--- src/rtl/pipe_stage_skid.sv ---
// pipe_stage_skid: generic inter-stage pipeline register with a valid/ready
// handshake and a two-entry skid buffer. Back-pressure never drops or
// duplicates an entry; flush turns the stage into a bubble; two saturating
// counters record stall and bubble cycles for performance analysis.
module pipe_stage_skid #(
   parameter int unsigned CTRL_W = 10,
   parameter int unsigned DATA_W = 128,
   parameter int unsigned CNT_W  = 16
) (
   input  logic              clk,
   input  logic              rst,
   input  logic              flush,
   input  logic              in_valid,
   output logic              in_ready,
   input  logic [CTRL_W-1:0] in_ctrl,
   input  logic [DATA_W-1:0] in_data,
   output logic              out_valid,
   input  logic              out_ready,
   output logic [CTRL_W-1:0] out_ctrl,
   output logic [DATA_W-1:0] out_data,
   output logic              out_bubble,
   output logic [CNT_W-1:0]  stall_cnt,
   output logic [CNT_W-1:0]  bubble_cnt
);

   typedef enum logic [1:0] {
      EMPTY = 2'd0,   // nothing held
      FULL  = 2'd1,   // main holds an entry, skid empty
      SKID  = 2'd2    // main and skid both hold entries
   } state_t;

   localparam logic [CNT_W-1:0] CNT_MAX = '1;

   state_t            state;
   logic              main_valid;
   logic              skid_valid;
   logic [CTRL_W-1:0] main_ctrl;
   logic [DATA_W-1:0] main_data;
   logic [CTRL_W-1:0] skid_ctrl;
   logic [DATA_W-1:0] skid_data;

   logic              accept;
   logic              consume;

   // in_ready is a flop, so accept never depends on out_ready in the same cycle.
   assign accept  = in_valid & in_ready & ~flush;
   assign consume = main_valid & out_ready;

   assign out_valid  = main_valid;
   assign out_ctrl   = main_ctrl;
   assign out_data   = main_data;
   assign out_bubble = ~main_valid;

   // Handshake FSM: owns both valid bits, the registered in_ready and the main register.
   always_ff @(posedge clk) begin
      // NOTE: every flop in a clocked block is assigned with <= so all of them
      // see the pre-edge values of each other, whatever the statement order.
      if (!rst) begin
         state      <= EMPTY;
         main_valid <= 1'b0;
         skid_valid <= 1'b0;
         in_ready   <= 1'b1;
         main_ctrl  <= '0;
         main_data  <= '0;
      end else if (flush) begin
         // A consume in this cycle still completes downstream; everything
         // else, including this cycle's input, is discarded.
         state      <= EMPTY;
         main_valid <= 1'b0;
         skid_valid <= 1'b0;
         in_ready   <= 1'b1;
         main_ctrl  <= '0;
         main_data  <= '0;
      end else begin
         unique case (state)
            EMPTY: begin
               if (accept) begin
                  main_ctrl  <= in_ctrl;
                  main_data  <= in_data;
                  main_valid <= 1'b1;
                  state      <= FULL;
               end
            end
            FULL: begin
               if (consume && accept) begin
                  main_ctrl <= in_ctrl;
                  main_data <= in_data;
               end else if (consume) begin
                  // Entering EMPTY always leaves a zero bubble on the outputs.
                  main_ctrl  <= '0;
                  main_data  <= '0;
                  main_valid <= 1'b0;
                  state      <= EMPTY;
               end else if (accept) begin
                  skid_valid <= 1'b1;
                  in_ready   <= 1'b0;
                  state      <= SKID;
               end
            end
            SKID: begin
               if (consume) begin
                  main_ctrl  <= skid_ctrl;
                  main_data  <= skid_data;
                  skid_valid <= 1'b0;
                  in_ready   <= 1'b1;
                  state      <= FULL;
               end
            end
            default: begin
               state      <= EMPTY;
               main_valid <= 1'b0;
               skid_valid <= 1'b0;
               in_ready   <= 1'b1;
               main_ctrl  <= '0;
               main_data  <= '0;
            end
         endcase
      end
   end

   // Skid payload capture: loaded only when an accept arrives while main is stalled.
   always_ff @(posedge clk) begin
      // NOTE: the skid payload has no reset; skid_valid alone decides whether
      // it means anything, and it is never visible on the outputs directly.
      if (state == FULL && accept && !consume) begin
         skid_ctrl <= in_ctrl;
         skid_data <= in_data;
      end
   end

   // Saturating performance counters, evaluated on this cycle's registered outputs.
   always_ff @(posedge clk) begin
      if (!rst) begin
         stall_cnt  <= '0;
         bubble_cnt <= '0;
      end else begin
         if (main_valid && !out_ready && stall_cnt != CNT_MAX)
            stall_cnt <= stall_cnt + 1'b1;
         if (!main_valid && bubble_cnt != CNT_MAX)
            bubble_cnt <= bubble_cnt + 1'b1;
      end
   end

endmodule

--- config.mk ---
export PLATFORM = sky130hd
export DESIGN_NAME = pipe_stage_skid
export DESIGN_NICKNAME = d
export VERILOG_FILES = /design/src/rtl/pipe_stage_skid.sv
export SDC_FILE = /design/constraint.sdc
export NUM_CORES = 1
export LEC_CHECK = 0
export CAP_MARGIN = 20
export CORE_MARGIN = 10
export CORE_UTILIZATION = 55
export DETAILED_ROUTE_END_ITERATION = 16
export DONT_BUFFER_PORTS = 1
export HOLD_SLACK_MARGIN = 0.03
export PLACE_DENSITY = 0.69
export SLEW_MARGIN = 20
export SYNTH_ARGS = -nofsm -noshare
export SYNTH_HDL_FRONTEND = slang
export SYNTH_SLANG_ARGS = --single-unit
--- constraint.sdc ---
create_clock -name clk -period 15.5 [get_ports clk]
set_clock_uncertainty 0.2 [all_clocks]
set_input_delay 1.55 -clock clk [delete_from_list [all_inputs] [get_ports clk]]
set_output_delay 1.55 -clock clk [all_outputs]
set_load 0.005 [all_outputs]
==> out/results.ini <==
[run_status]
outcome = finished clean

[setup_path]
cp.arrival_ns = 4.14
cp-start-kind = input port
cp_common_cell = buf_4
crit_chain = nor4bb_1 > and2_4 > buf_4 > buf_4
path_delay_family = buffers and inverters
critPathBufInv = 2
worst-setup-path-type = input port to flop
cp_max_fo = 51
cp_slowest_stage_delay_ns = 0.69
cp-end-kind = flop
critPathRequiredTime_ns = 15.42
cpMaxStageDelayCell = buf_4

[detailed_routing]
vias = 8384
post_drt_wl_per_cell_um = 25.0
remaining_drc_errors = 0
drt_pre_antenna_iters = 4
ant_nets = 0
routed_wl_um = 32700
drt_iter0_drc = 578
via_per_inst = 6.41

[clock_network]
holdBufCountCts = 0
cts_tree = done
clock_latency_ns = 0.50
htree_levels = 2
cts_sinks = 312
clk_path_buf_depth = 3
numCtsBuffers = 34
root_buffer = clkbuf_16
cts_resized = 0
cts_setup_buffers = 0
clk_pin_slew_worst_paths_ns = 0.06

[timing]
post-route-min-period_ns = 4.22
rsz0062_at_grt = no
drv_slew = 0
slew_headroom_pct = 26.6
worst_pin_slew_ns = 1.10
setup_viol = 0
finalCritPeriodShare_pct = 27.2
clock.fmax_mhz = 237
fin_tns_setup_ns = 0
finalHoldViolations = 0

[global_route]
antenna_found_initial = 0
grt_pass1_vias = 8147
grtUsageTotal_pct = 20.3
grt_pass1_wl_um = 50800
grt_max_degree = 90
grt-ovfl-total = 0

[floorplan]
rows = 56
fp.dieH_um = 175
dieArea_um2 = 30600
pin_count = 316
die_w_um = 175
initial_utilization_pct = 56.2
core_um2 = 23500

[logic_synthesis]
synth_top_cell_by_area = edfxtp_1
syn_inst = 1001
synth-main-ff-cell = dfxtp_1
synthArstFlopShare_pct = 0
synth_nets = 1146
synth_area_leaders = edfxtp_1 (31%), dfxtp_1 (26%), mux2i_1 (12%), a22o_1 (9.1%), o2bb2ai_1 (9.1%)
netlist.area_leader.share_pct = 31.3
ys_ff_latch = 312
synth-edff-count = 138
yosys_warnings = 0
synthesis.area_um2 = 13200
synth.distinct_cells = 62
synth.avg_cell_area_um2 = 13.2
seq_area_frac_synth_pct = 57.7

[finish]
fin_area_um2 = 14400
n_antenna_cell = 0
syn2layout_area_growth_pct = 9.06
fin_nets = 1108
drive_above_1_share_pct = 8.70

[power_and_ir_drop]
internal-power_mw = 1.38
ir_drop_mv = 0.0749
p_comb_share_pct = 3.5
power_density_nw_per_um2 = 121
switching_share_pct = 20.8
p_clk_share_pct = 45.6
p_switching_uw = 363
p_seq_share_pct = 50.8
leakage_nw = 4.62

[place]
dp_hpwl_um = 20900
port_buffers = 0
placed_cell_area_um2 = 13300
gp_congestion = 0.792

[flow_run]
maxCapViolCount = 0

[worst_hold_path]
hp-class = flop to flop

==> kinds of logic after synthesis <==
| family | Yosys count | share of synthesized area [%] |
|---|---|---|
| XOR/XNOR | 4 | 0.265 |
| buffers and inverters | 92 | 3.51 |
| AO/OA/AOI/OAI | 321 | 20.8 |
| AND/OR/NAND/NOR | 117 | 6.01 |
| adder cells (fa/ha/maj) | 2 | 0.189 |
| flip-flops | 312 | 57.7 |
| multiplexers | 153 | 11.6 |
==> cells in the final DEF, fill, tap and decap left out, drive strengths merged, types with 3 or more instances in the layout <==
| cell type | netlist | routed |
|---|---|---|
| nand3b | 3 | 3 |
| nand4b | 3 | 3 |
| inv | 7 | 7 |
| nor3 | 6 | 6 |
| and4 | 6 | 6 |
| nand2b | 16 | 16 |
| clkinv | 0 | 12 |
| or4 | 4 | 4 |
| xnor2 | 3 | 3 |
| nand3 | 7 | 7 |
| and2 | 3 | 3 |
| clkbuf | 14 | 47 |
| nand4 | 16 | 16 |
| nor2 | 10 | 10 |
| nor4 | 5 | 5 |
| or3 | 5 | 5 |
| edfxtp | 138 | 138 |
| dfxtp | 174 | 174 |
| a22o | 138 | 138 |
| mux2i | 153 | 153 |
| o31ai | 6 | 6 |
| o2bb2ai | 139 | 139 |
| buf | 71 | 11 |
| nand2 | 26 | 26 |
| o21ai | 6 | 6 |
| a21oi | 18 | 18 |
==> per-layer routing <==
layer / routed length, um / up-vias / track usage (%)
li1: - / 3924 / -
met1: 13300 / 4144 / 25.1
met2: 15300 / 279 / 31.5
met3: 3560 / 37 / 9.40
met4: 517 / 0 / 5.44
met5: 0 / - / 0
==> cells in the mapped netlist, types with 3 or more instances <==
library cell	n
dfxtp_1	174
nor3_1	4
o2bb2ai_1	138
a22o_1	138
buf_1	8
buf_4	16
or4_1	4
mux2i_1	153
nand2b_1	15
nor4_4	4
nand2_1	26
or3_1	5
clkbuf_1	14
nand4_1	13
o21ai_0	4
inv_1	7
edfxtp_1	138
nor2_1	10
xnor2_1	3
and4_1	4
nand4b_1	3
buf_2	47
nand3_1	6
o31ai_1	5
a21oi_1	18
==> cell type report <==
cell class	count	area, um2
Tap cell	319	399
Clock buffer	47	993
Multi-Input combinational cell	597	5160
Fill cell	1857	9120
Clock inverter	15	124
Timing Repair Buffer	11	82.6
Sequential cell	312	7630
Inverter	7	26.3
==> power by group through the flow <==
stage          clock network (mW)  registers (mW)  logic (mW)
4_1_cts                     0.813           0.886      0.0620
3_5_place_dp                    0           0.903      0.0618
3_3_place_gp                    0           0.903      0.0602
5_1_grt                     0.845           0.887      0.0690
6_report                    0.795           0.885      0.0615
2_1_floorplan                   0           0.897      0.0549
==> state kept, by name, indices dropped and copies added (netlist names) <==
signal      flops
bubble_cnt     16
out_ctrl       10
skid_data     128
state           2
skid_ctrl      10
in_ready        1
out_data      128
out_valid       1
stall_cnt      16
==> metrics by stage <==
stage | utilization (%) | hold WS, ns | std cells | total power [mW] | worst slack, ns
floorplan | - | 0.274 | 1001 | 0.951 | 9.66
global placement | 56.5 | 0.302 | 1246 | 0.964 | 10.77
detailed placement | 56.5 | 0.307 | 1246 | 0.965 | 10.71
CTS | 61.3 | 0.322 | 1308 | 1.76 | 11.23
global route | 61.3 | 0.343 | 1308 | 1.80 | 11.09
finish | 61.3 | 0.315 | 1308 | 1.74 | 11.28
==> final timing paths <==
check / cells past startpoint / startpoint / endpoint / slack [ns]
hold / removal: 1 / out_data[87] / out_data[87] / 0.31
hold reg to reg: 1 / out_data[87] / out_data[87] / 0.31
setup reg to reg: 5 / state[1] / out_ctrl[0] / 11.61
setup / recovery: 4 / in_valid / skid_data[26] / 11.28
(Power assumes the default switching activity.)
